--- src/rtl/loader_pkg.sv ---
// Shared types and constants for the boot-time program loader.
`timescale 1ns/1ps
package loader_pkg;
  localparam int BYTE_W = 8;
  localparam int WORD_W = 16;
  localparam logic [BYTE_W-1:0] SYNC_DEFAULT = 8'hA5;

  typedef enum logic [3:0] {
    S_IDLE, S_CNT_HI, S_CNT_LO, S_W_HI, S_W_LO, S_WRITE, S_CSUM, S_DONE, S_ERROR
  } state_e;
endpackage

--- src/rtl/program_loader_if.sv ---
// Byte-stream input and instruction-memory load port of the program loader.
`timescale 1ns/1ps
interface program_loader_if;
  import loader_pkg::*;
  logic [BYTE_W-1:0] byte_in;
  logic              byte_valid;
  logic              byte_ready;
  logic [WORD_W-1:0] instruction_in;
  logic [WORD_W-1:0] load_address;
  logic              load_instruction;
  logic              pc_reset;
  logic              done;
  logic              error;

  // Loader side.
  modport master (input byte_in, byte_valid,
                  output byte_ready, instruction_in, load_address, load_instruction,
                         pc_reset, done, error);
  // Stream source / CPU side.
  modport slave  (output byte_in, byte_valid,
                  input byte_ready, instruction_in, load_address, load_instruction,
                        pc_reset, done, error);
endinterface

--- src/rtl/loader_checksum.sv ---
// 8-bit wrap-around accumulator with clear, add-on-strobe and compare.
`timescale 1ns/1ps
module loader_checksum
  import loader_pkg::*;
(
  input  logic              clk,
  input  logic              reset_n,
  input  logic              clr_i,
  input  logic              add_i,
  input  logic [BYTE_W-1:0] data_i,
  input  logic [BYTE_W-1:0] cmp_i,
  output logic              match_o
);
  logic [BYTE_W-1:0] sum_q;

  // Clear wins over add so a SYNC restart always starts from zero.
  always_ff @(posedge clk or negedge reset_n) begin
    if (!reset_n)   sum_q <= '0;
    else if (clr_i) sum_q <= '0;
    else if (add_i) sum_q <= sum_q + data_i;
  end

  assign match_o = (sum_q == cmp_i);
endmodule

--- src/rtl/program_loader.sv ---
// Boot loader: parses SYNC/count/words/checksum frames, writes words to
// instruction memory and releases the CPU only after a verified image.
`timescale 1ns/1ps
module program_loader
  import loader_pkg::*;
#(
  parameter logic [WORD_W-1:0] BASE_ADDR      = 16'h0000,
  parameter logic [WORD_W-1:0] MAX_WORDS      = 16'd1024,
  parameter logic [BYTE_W-1:0] SYNC_BYTE      = SYNC_DEFAULT,
  parameter int                TIMEOUT_CYCLES = 4096
) (
  input  logic             clk,
  input  logic             reset_n,
  program_loader_if.master bus
);
  localparam int IDLE_W = $clog2(TIMEOUT_CYCLES + 1);

  state_e              state_q, state_d;
  logic [BYTE_W-1:0]   cnt_hi_q, cnt_hi_d;
  logic [WORD_W-1:0]   rem_q, rem_d;
  logic [WORD_W-1:0]   word_q, word_d;
  logic [WORD_W-1:0]   addr_q, addr_d;
  logic [IDLE_W-1:0]   idle_q, idle_d;
  logic                ready_q, strobe_q, pcr_q, done_q, err_q;
  logic                xfer, timed, cs_clr, cs_add, cs_match;

  assign xfer  = bus.byte_valid && ready_q;
  // WRITE is excluded: the loader itself stalls the stream there.
  assign timed = (state_q == S_CNT_HI) || (state_q == S_CNT_LO) || (state_q == S_W_HI) ||
                 (state_q == S_W_LO)   || (state_q == S_CSUM);

  loader_checksum u_csum (
    .clk     (clk),
    .reset_n (reset_n),
    .clr_i   (cs_clr),
    .add_i   (cs_add),
    .data_i  (bus.byte_in),
    .cmp_i   (bus.byte_in),
    .match_o (cs_match)
  );

  // Next-state and datapath updates; a SYNC is only a restart outside a frame.
  always_comb begin
    state_d  = state_q;
    cnt_hi_d = cnt_hi_q;
    rem_d    = rem_q;
    word_d   = word_q;
    addr_d   = addr_q;
    idle_d   = '0;
    cs_clr   = 1'b0;
    cs_add   = 1'b0;
    if (timed && !xfer) idle_d = idle_q + IDLE_W'(1);
    case (state_q)
      S_IDLE, S_DONE, S_ERROR: begin
        if (xfer && bus.byte_in == SYNC_BYTE) begin
          state_d = S_CNT_HI;
          cs_clr  = 1'b1;
          addr_d  = BASE_ADDR;
        end
      end
      S_CNT_HI: if (xfer) begin
        cnt_hi_d = bus.byte_in;
        cs_add   = 1'b1;
        state_d  = S_CNT_LO;
      end
      S_CNT_LO: if (xfer) begin
        cs_add = 1'b1;
        rem_d  = {cnt_hi_q, bus.byte_in};
        if (rem_d > MAX_WORDS) state_d = S_ERROR;
        else if (rem_d == '0)  state_d = S_CSUM;
        else                   state_d = S_W_HI;
      end
      S_W_HI: if (xfer) begin
        word_d[15:8] = bus.byte_in;
        cs_add       = 1'b1;
        state_d      = S_W_LO;
      end
      S_W_LO: if (xfer) begin
        word_d[7:0] = bus.byte_in;
        cs_add      = 1'b1;
        state_d     = S_WRITE;
      end
      S_WRITE: begin
        // Address/remaining advance on the edge leaving WRITE so both stay
        // stable while the strobe is high.
        addr_d  = addr_q + 16'd1;
        rem_d   = rem_q - 16'd1;
        state_d = (rem_q == 16'd1) ? S_CSUM : S_W_HI;
      end
      S_CSUM: if (xfer) state_d = cs_match ? S_DONE : S_ERROR;
      default: state_d = S_IDLE;
    endcase
    if (timed && !xfer && idle_q == IDLE_W'(TIMEOUT_CYCLES - 1)) state_d = S_ERROR;
  end

  // State, datapath and outputs; outputs are decoded from the next state so
  // they line up with the state register.
  always_ff @(posedge clk or negedge reset_n) begin
    if (!reset_n) begin
      state_q  <= S_IDLE;
      cnt_hi_q <= '0;
      rem_q    <= '0;
      word_q   <= '0;
      addr_q   <= BASE_ADDR;
      idle_q   <= '0;
      ready_q  <= 1'b0;
      strobe_q <= 1'b0;
      pcr_q    <= 1'b1;
      done_q   <= 1'b0;
      err_q    <= 1'b0;
    end else begin
      state_q  <= state_d;
      cnt_hi_q <= cnt_hi_d;
      rem_q    <= rem_d;
      word_q   <= word_d;
      addr_q   <= addr_d;
      idle_q   <= idle_d;
      ready_q  <= (state_d != S_WRITE);
      strobe_q <= (state_d == S_WRITE);
      pcr_q    <= (state_d != S_DONE);
      done_q   <= (state_d == S_DONE);
      err_q    <= (state_d == S_ERROR);
    end
  end

  assign bus.byte_ready       = ready_q;
  assign bus.instruction_in   = word_q;
  assign bus.load_address     = addr_q;
  assign bus.load_instruction = strobe_q;
  assign bus.pc_reset         = pcr_q;
  assign bus.done             = done_q;
  assign bus.error            = err_q;
endmodule
--- src/flat_wrapper.sv ---
// flat-port wrapper written by rule: the top's interface ports become plain ports
module program_loader_flat import loader_pkg::*;
#(
  parameter logic [WORD_W-1:0] BASE_ADDR      = 16'h0000,
  parameter logic [WORD_W-1:0] MAX_WORDS      = 16'd1024,
  parameter logic [BYTE_W-1:0] SYNC_BYTE      = SYNC_DEFAULT,
  parameter int                TIMEOUT_CYCLES = 4096
)
  (clk, reset_n, bus_byte_in, bus_byte_valid, bus_byte_ready, bus_instruction_in, bus_load_address, bus_load_instruction, bus_pc_reset, bus_done, bus_error);
  program_loader_if bus_i ();
  input  logic clk;
  input  logic reset_n;
  input wire logic [$bits(bus_i.byte_in)-1:0] bus_byte_in;
  input wire logic [$bits(bus_i.byte_valid)-1:0] bus_byte_valid;
  output wire logic [$bits(bus_i.byte_ready)-1:0] bus_byte_ready;
  output wire logic [$bits(bus_i.instruction_in)-1:0] bus_instruction_in;
  output wire logic [$bits(bus_i.load_address)-1:0] bus_load_address;
  output wire logic [$bits(bus_i.load_instruction)-1:0] bus_load_instruction;
  output wire logic [$bits(bus_i.pc_reset)-1:0] bus_pc_reset;
  output wire logic [$bits(bus_i.done)-1:0] bus_done;
  output wire logic [$bits(bus_i.error)-1:0] bus_error;
  assign bus_i.byte_in = bus_byte_in;
  assign bus_i.byte_valid = bus_byte_valid;
  assign bus_byte_ready = bus_i.byte_ready;
  assign bus_instruction_in = bus_i.instruction_in;
  assign bus_load_address = bus_i.load_address;
  assign bus_load_instruction = bus_i.load_instruction;
  assign bus_pc_reset = bus_i.pc_reset;
  assign bus_done = bus_i.done;
  assign bus_error = bus_i.error;
  program_loader #(.BASE_ADDR(BASE_ADDR), .MAX_WORDS(MAX_WORDS), .SYNC_BYTE(SYNC_BYTE), .TIMEOUT_CYCLES(TIMEOUT_CYCLES)) u_core (.clk(clk), .reset_n(reset_n), .bus(bus_i));
endmodule
--- config.mk ---
export PLATFORM = sky130hd
export DESIGN_NAME = program_loader_flat
export DESIGN_NICKNAME = d
export VERILOG_FILES = /design/src/rtl/loader_pkg.sv /design/src/rtl/program_loader_if.sv /design/src/rtl/loader_checksum.sv /design/src/rtl/program_loader.sv /design/src/flat_wrapper.sv
export SDC_FILE = /design/constraint.sdc
export NUM_CORES = 1
export LEC_CHECK = 0
export BUFFER_PORTS_ARGS = -buffer_cell sky130_fd_sc_hd__buf_2
export CORE_ASPECT_RATIO = 1.1
export CORE_MARGIN = 2
export CORE_UTILIZATION = 59
export CTS_CLUSTER_SIZE = 24
export DETAILED_ROUTE_END_ITERATION = 8
export GPL_ROUTABILITY_DRIVEN = 1
export PLACE_DENSITY = 0.8
export SLEW_MARGIN = 0
export SYNTH_ARGS = -nofsm -noshare
export SYNTH_HDL_FRONTEND = slang
export SYNTH_SLANG_ARGS = --single-unit
--- constraint.sdc ---
create_clock -name clk -period 3.04 [get_ports clk]
set_clock_uncertainty 0.2 [all_clocks]
set_input_delay 0.152 -clock clk [delete_from_list [all_inputs] [get_ports clk]]
set_output_delay 0.152 -clock clk [all_outputs]
set_load 0.005 [all_outputs]
==> results_dict.tcl, run 1 <==
set metrics [dict create \
    layout.cells.non_filler 611 \
    dp_hpwl_um 7070 \
    numPlacedInstances 587 \
    end_kind "flip-flop" \
    yosys_warnings 0 \
    vias_per_cell 6.17 \
    root_buffer "clkbuf_8" \
    whs_path_depth 3 \
    path_clk_slew_ns 0.09 \
    hold_slack_ns 0.0271 \
    reg2reg_from "u_core.u_csum.sum_q[5]$_DFFE_PN0P_" \
    cts_buffers 9 \
    r2r-end "u_core.bus.pc_reset$_DFF_PN1_" \
    rsz0062_at_grt "false" \
    synth.top_cell.area_share 0.475 \
    hold_end "u_core.rem_q[7]$_DFFE_PN0P_" \
    die-height_um 95.3 \
    cts_setup_buffers 0 \
    final-hold-violation-count 0 \
    cts_resized 0 \
    fmax_ghz 0.371 \
    power_density_nw_per_um2 782 \
    area_delta_synth_final_pct 14.9 \
    critPathSlowestCell "dlygate4sd3_1" \
    synth_seq_area_share 0.481 \
    hold_class "primary input to flip-flop" \
    worst-path-buf-inv 2 \
    synth.area.top_cells "dfrtp_1, mux2_2, o21ai_0" \
    io_buffers 47 \
    post-route-util 0.695 \
    cp-start-kind "primary input" \
    maxSlewHeadroom 0.300 \
    grt_max_degree 87 \
    fp.dieW_um 87.0 \
    grt_usage 0.270 \
    status "completed" \
    critPathRequiredTime_ns 3.08 \
    n_antenna_cell 0 \
    synthArstFlopShare 1.00 \
    grt_pass1_vias 3680 \
    cts_tree "built" \
    finalSetupViolations 0 \
    route.detailed.drc 0 \
    first_pass_iters 4 \
    clock_latency_ns 0.35 \
    wl_per_cell_um 17.0 \
    slew_viol_final 0 \
    irDropWorstVdd_v 0.000589 \
    drt-total-wl_um 10400 \
    ant_nets 0 \
    leakage_nw 2.32 \
    cp_max_fo 7 \
    netlist_area_um2 4470 \
    synth_edf_count 0 \
    tns_ns 0 \
    grt_overflow 0 \
    slowest_delay_ns 0.53 \
    layout-drive-gt1-share 0.195 \
    hold_start "bus_byte_in[7]" \
    drtIter0Drc 263 \
    synth_cell_types 58 \
    cts_sinks 86 \
    cts_buffer_depth 2 \
    finalCriticalPeriod_ns 2.70 \
    crit_chain "dlygate4sd3_1, buf_2, ha_1, nor4_1, a311oi_1, a2111o_1, a311oi_2, o211ai_1" \
    synth_flop_cell "dfrtp_1" \
    synth_top_area_cell "dfrtp_1" \
    grt_pass1_wl_um 17600 \
    dr_total_vias 3770 \
    cts_htree_levels 3 \
    rrSetupSlack_ns 0.49 \
    cp.arrival_ns 2.74 \
    io_pins 48 \
    rows 33 \
    place_congestion 1.01 \
    post-route-period-util 0.887 \
    worst_pin_slew_ns 1.05 \
    die_area_um2 8300 \
    syn_avg_cell_area_um2 9.62 \
    fillCellCount 566 \
    nNetsFinal 542 \
    holdBufCountCts 8 \
    syn-num-nets 488 \
    maxCapViolCount 0 \
    path_delay_family "compound AO/OA/AOI/OAI gates" \
    core_um2 7390 \
    criticalPathCategory "primary input to flip-flop" \
    synth_most_common_cell "dfrtp_1" \
    synth_seq_cells 86 \
    reg2reg_depth 6 \
    grt_antenna_before_repair 0 \
    start_util 0.605 \
    ys_top_cells_by_count "dfrtp_1, nand2_1, nor2_1" \
    synth_cells 465 \
]
layout make-up:
type,instances,area [um^2],area share
Tap cell,87,109,0.0212
Multi-Input combinational cell,346,2210,0.430
Timing Repair Buffer,62,370,0.0721
Sequential cell,86,2150,0.419
Clock inverter,6,109,0.0212
Inverter,14,52.6,0.0102
Clock buffer,10,138,0.0268
metal layers:
layer | track usage | wire length [um] | vias to the layer above
met5 | 0 | 0 | -
met4 | 0.0820 | 194 | 0
met3 | 0.0623 | 593 | 24
met2 | 0.443 | 5140 | 137
met1 | 0.356 | 4440 | 1813
li1 | - | - | 1796
worst max path at each step:
| stage | from | to | cells after the start |
|---|---|---|---|
| 2_1_floorplan | u_core.u_csum.sum_q[5]$_DFFE_PN0P_ | u_core.bus.done$_DFF_PN0_ | 6 |
| 3_3_place_gp | u_core.u_csum.sum_q[5]$_DFFE_PN0P_ | u_core.bus.done$_DFF_PN0_ | 6 |
| 3_5_place_dp | u_core.u_csum.sum_q[5]$_DFFE_PN0P_ | u_core.bus.pc_reset$_DFF_PN1_ | 6 |
| 4_1_cts | bus_byte_in[5] | u_core.bus.pc_reset$_DFF_PN1_ | 8 |
| 5_1_grt | bus_byte_in[5] | u_core.bus.pc_reset$_DFF_PN1_ | 8 |
| 6_report | bus_byte_in[5] | u_core.bus.pc_reset$_DFF_PN1_ | 8 |
per-stage QoR:
step	power [mW]	setup WS (ns)	cell area (um^2)
after global placement	2.97	0.615	4810
after detailed placement	3.03	0.554	4810
final	4.02	0.344	5140
after CTS	4.03	0.372	5140
after global routing	4.31	0.288	5140
after floorplan	2.60	0.926	4470
placed cells by master (no fill, tap or decap), types with 3 or more instances in the layout:
cell type,instances
or3_1,5
bufinv_16,3
xor2_1,9
nand4_1,7
mux2_2,22
a21oi_1,21
and3_1,7
inv_1,14
nand3_1,35
a311oi_1,3
buf_4,8
or4_1,8
xnor2_1,7
nor3_1,13
and2_1,3
o22ai_1,3
a2111o_1,3
nor4_1,8
nand2_1,48
ha_1,11
buf_2,46
mux2i_1,5
clkbuf_8,10
nor2_1,45
nor2b_1,4
dfrtp_1,85
o21ai_0,38
dlygate4sd3_1,8
o211ai_1,4
flip-flops by register name, indices dropped and copies added, names as in the netlist:
signal                       flops
u_core.cnt_hi_q                  8
u_core.u_csum.sum_q              8
u_core.bus.pc_reset              1
u_core.idle_q                   13
u_core.rem_q                    16
u_core.bus.done                  1
u_core.state_q                   4
u_core.bus.load_address         16
u_core.bus.load_instruction      1
u_core.bus.error                 1
u_core.bus.byte_ready            1
u_core.bus.instruction_in       16
cell families after synthesis:
| logic type | Yosys count | synth area share |
|---|---|---|
| compound gates | 94 | 0.137 |
| xor+xnor | 16 | 0.0313 |
| fa+ha+maj | 12 | 0.0352 |
| buf+inv | 33 | 0.0285 |
| flops | 86 | 0.481 |
| mux | 27 | 0.0666 |
| simple gates | 197 | 0.220 |
where the power goes:
part / total, mW / switching, mW / leakage (nW) / internal (mW)
clock network: 0.975 / 0.408 / 0.126 / 0.567
logic: 1.17 / 0.620 / 1.13 / 0.552
registers: 1.87 / 0.380 / 1.06 / 1.49
worst min-delay path: cells and delay by family:
| family | cells | cell delay, ns |
|---|---|---|
| and+or+nand+nor | 1 | 0.04 |
| buffers and inverters | 1 | 0.18 |
| AOI/OAI and AO/OA | 1 | 0.18 |
Note: power is estimated with default switching activity, not from simulation.
==> run 2, diff against run 1 <==
--- a/config.mk
+++ b/config.mk
@@ -11,8 +11,8 @@
 export CORE_UTILIZATION = 59
 export CTS_CLUSTER_SIZE = 24
 export DETAILED_ROUTE_END_ITERATION = 8
-export GPL_ROUTABILITY_DRIVEN = 1
-export PLACE_DENSITY = 0.8
+export HOLD_SLACK_MARGIN = 0.1
+export PLACE_DENSITY_LB_ADDON = 0.08
 export SLEW_MARGIN = 0
 export SYNTH_ARGS = -nofsm -noshare
 export SYNTH_HDL_FRONTEND = slang
==> results_dict.tcl, run 2 (synthesized netlist as in run 1, its figures left out) <==
set metrics [dict create \
    cts_sinks 86 \
    maxSlewHeadroom 0.558 \
    cts_setup_buffers 0 \
    dp_slack_ns 0.583 \
    fp.dieW_um 87.0 \
    critPathRequiredTime_ns 3.09 \
    dp_hpwl_um 6990 \
    cts_buffer_depth 2 \
    place_congestion 0.931 \
    grt_usage 0.264 \
    numPlacedInstances 588 \
    cts_tree "built" \
    hold_class "primary input to asynchronous set/reset pin" \
    fmax_ghz 0.369 \
    met3WireLength_um 519 \
    place_area_um2 4830 \
    finalSetupViolations 0 \
    power_mw 3.96 \
    cts_htree_levels 3 \
    die-height_um 95.3 \
    hold_slack_ns 0.110 \
    finalCriticalPeriod_ns 2.71 \
    multiInputGateArea_um2 2210 \
    reg2reg_depth 6 \
    clock_latency_ns 0.36 \
    route.detailed.drc 0 \
    irDropWorstVdd_v 0.000478 \
    rrSetupSlack_ns 0.50 \
    io_buffers 47 \
    wl_met1_um 4530 \
    post-route-util 0.697 \
    slew_viol_final 0 \
    io_pins 48 \
    criticalPathCategory "primary input to flip-flop" \
    worst_pin_slew_ns 0.657 \
    power_density_nw_per_um2 768 \
    layout.cells.non_filler 613 \
    top_layer_used "met4" \
    cts_resized 0 \
    nNetsFinal 544 \
    cp_max_fo 7 \
    first_pass_iters 4 \
    layout_common_cells "dfrtp_1, nand2_1, buf_2, nor2_1, o21ai_0" \
    cts_buffers 9 \
    ant_nets 0 \
    path_clk_slew_ns 0.09 \
    grt_antenna_before_repair 0 \
    end_kind "flip-flop" \
    tns_ns 0 \
    wl_per_cell_um 16.7 \
    grt_pass1_vias 3550 \
    fin_area_um2 5150 \
    wl_met2_um 4960 \
    cp.arrival_ns 2.77 \
    die_area_um2 8300 \
    grt_overflow 0 \
    root_buffer "clkbuf_8" \
    worst_slack_ns 0.327 \
    drt-total-wl_um 10200 \
    final-hold-violation-count 0 \
    leakage_nw 2.31 \
    grt_max_degree 47 \
    register_area_um2 2150 \
    rsz0062_at_grt "false" \
    drtIter0Drc 231 \
    reg2reg_from "u_core.u_csum.sum_q[5]$_DFFE_PN0P_" \
    grt_pass1_wl_um 17000 \
    fillCellCount 574 \
    vias_per_cell 6.09 \
    layout-drive-gt1-share 0.196 \
    final_common_cell "dfrtp_1" \
    post-route-period-util 0.892 \
    holdBufCountCts 9 \
    core_um2 7390 \
    status "completed" \
    area_delta_synth_final_pct 15.1 \
    dr_total_vias 3733 \
    cp-start-kind "primary input" \
    start_util 0.605 \
    n_antenna_cell 0 \
    rows 33 \
    r2r-end "u_core.bus.pc_reset$_DFF_PN1_" \
    maxCapViolCount 0 \
]
run 2: worst max-delay path by stage:
stage | slack (ns) | to | start | cells past startpoint
6_report | 0.33 | u_core.bus.pc_reset$_DFF_PN1_ | bus_byte_in[5] | 8
5_1_grt | 0.22 | u_core.bus.pc_reset$_DFF_PN1_ | bus_byte_in[5] | 8
4_1_cts | 0.42 | u_core.bus.pc_reset$_DFF_PN1_ | bus_byte_in[5] | 8
3_5_place_dp | 0.58 | u_core.bus.load_address[10]$_DFFE_PN0P_ | u_core.state_q[1]$_DFF_PN0_ | 5
3_3_place_gp | 0.60 | u_core.bus.pc_reset$_DFF_PN1_ | u_core.u_csum.sum_q[5]$_DFFE_PN0P_ | 6
2_1_floorplan | 0.93 | u_core.bus.done$_DFF_PN0_ | u_core.u_csum.sum_q[5]$_DFFE_PN0P_ | 6
run 2: critical path: stages:
cell,delay (ns)
dlygate4sd3_1,0.55
buf_2,0.19
ha_1,0.38
nor4_1,0.45
a311oi_1,0.15
a2111o_1,0.36
a311oi_2,0.35
o211ai_1,0.17
run 2: cell type report:
class,count,area share
repair buffers,64,0.0777
flip-flops and latches,86,0.418
multi-input cells,346,0.429
inverters,14,0.0102
clock buffers,9,0.0240
well taps,87,0.0211
clock inverters,7,0.0202
run 2: where the power goes:
| group | total [mW] | internal [mW] | switching, mW | leakage [nW] |
|---|---|---|---|---|
| Combinational | 1.18 | 0.556 | 0.620 | 1.14 |
| Clock | 0.919 | 0.474 | 0.445 | 0.108 |
| Sequential | 1.86 | 1.49 | 0.369 | 1.06 |
run 2: metal layers:
metal  track usage  vias up
met5             0        -
met4         0.103        0
met3        0.0372       20
met2         0.421      113
met1         0.366     1794
li1              -     1806
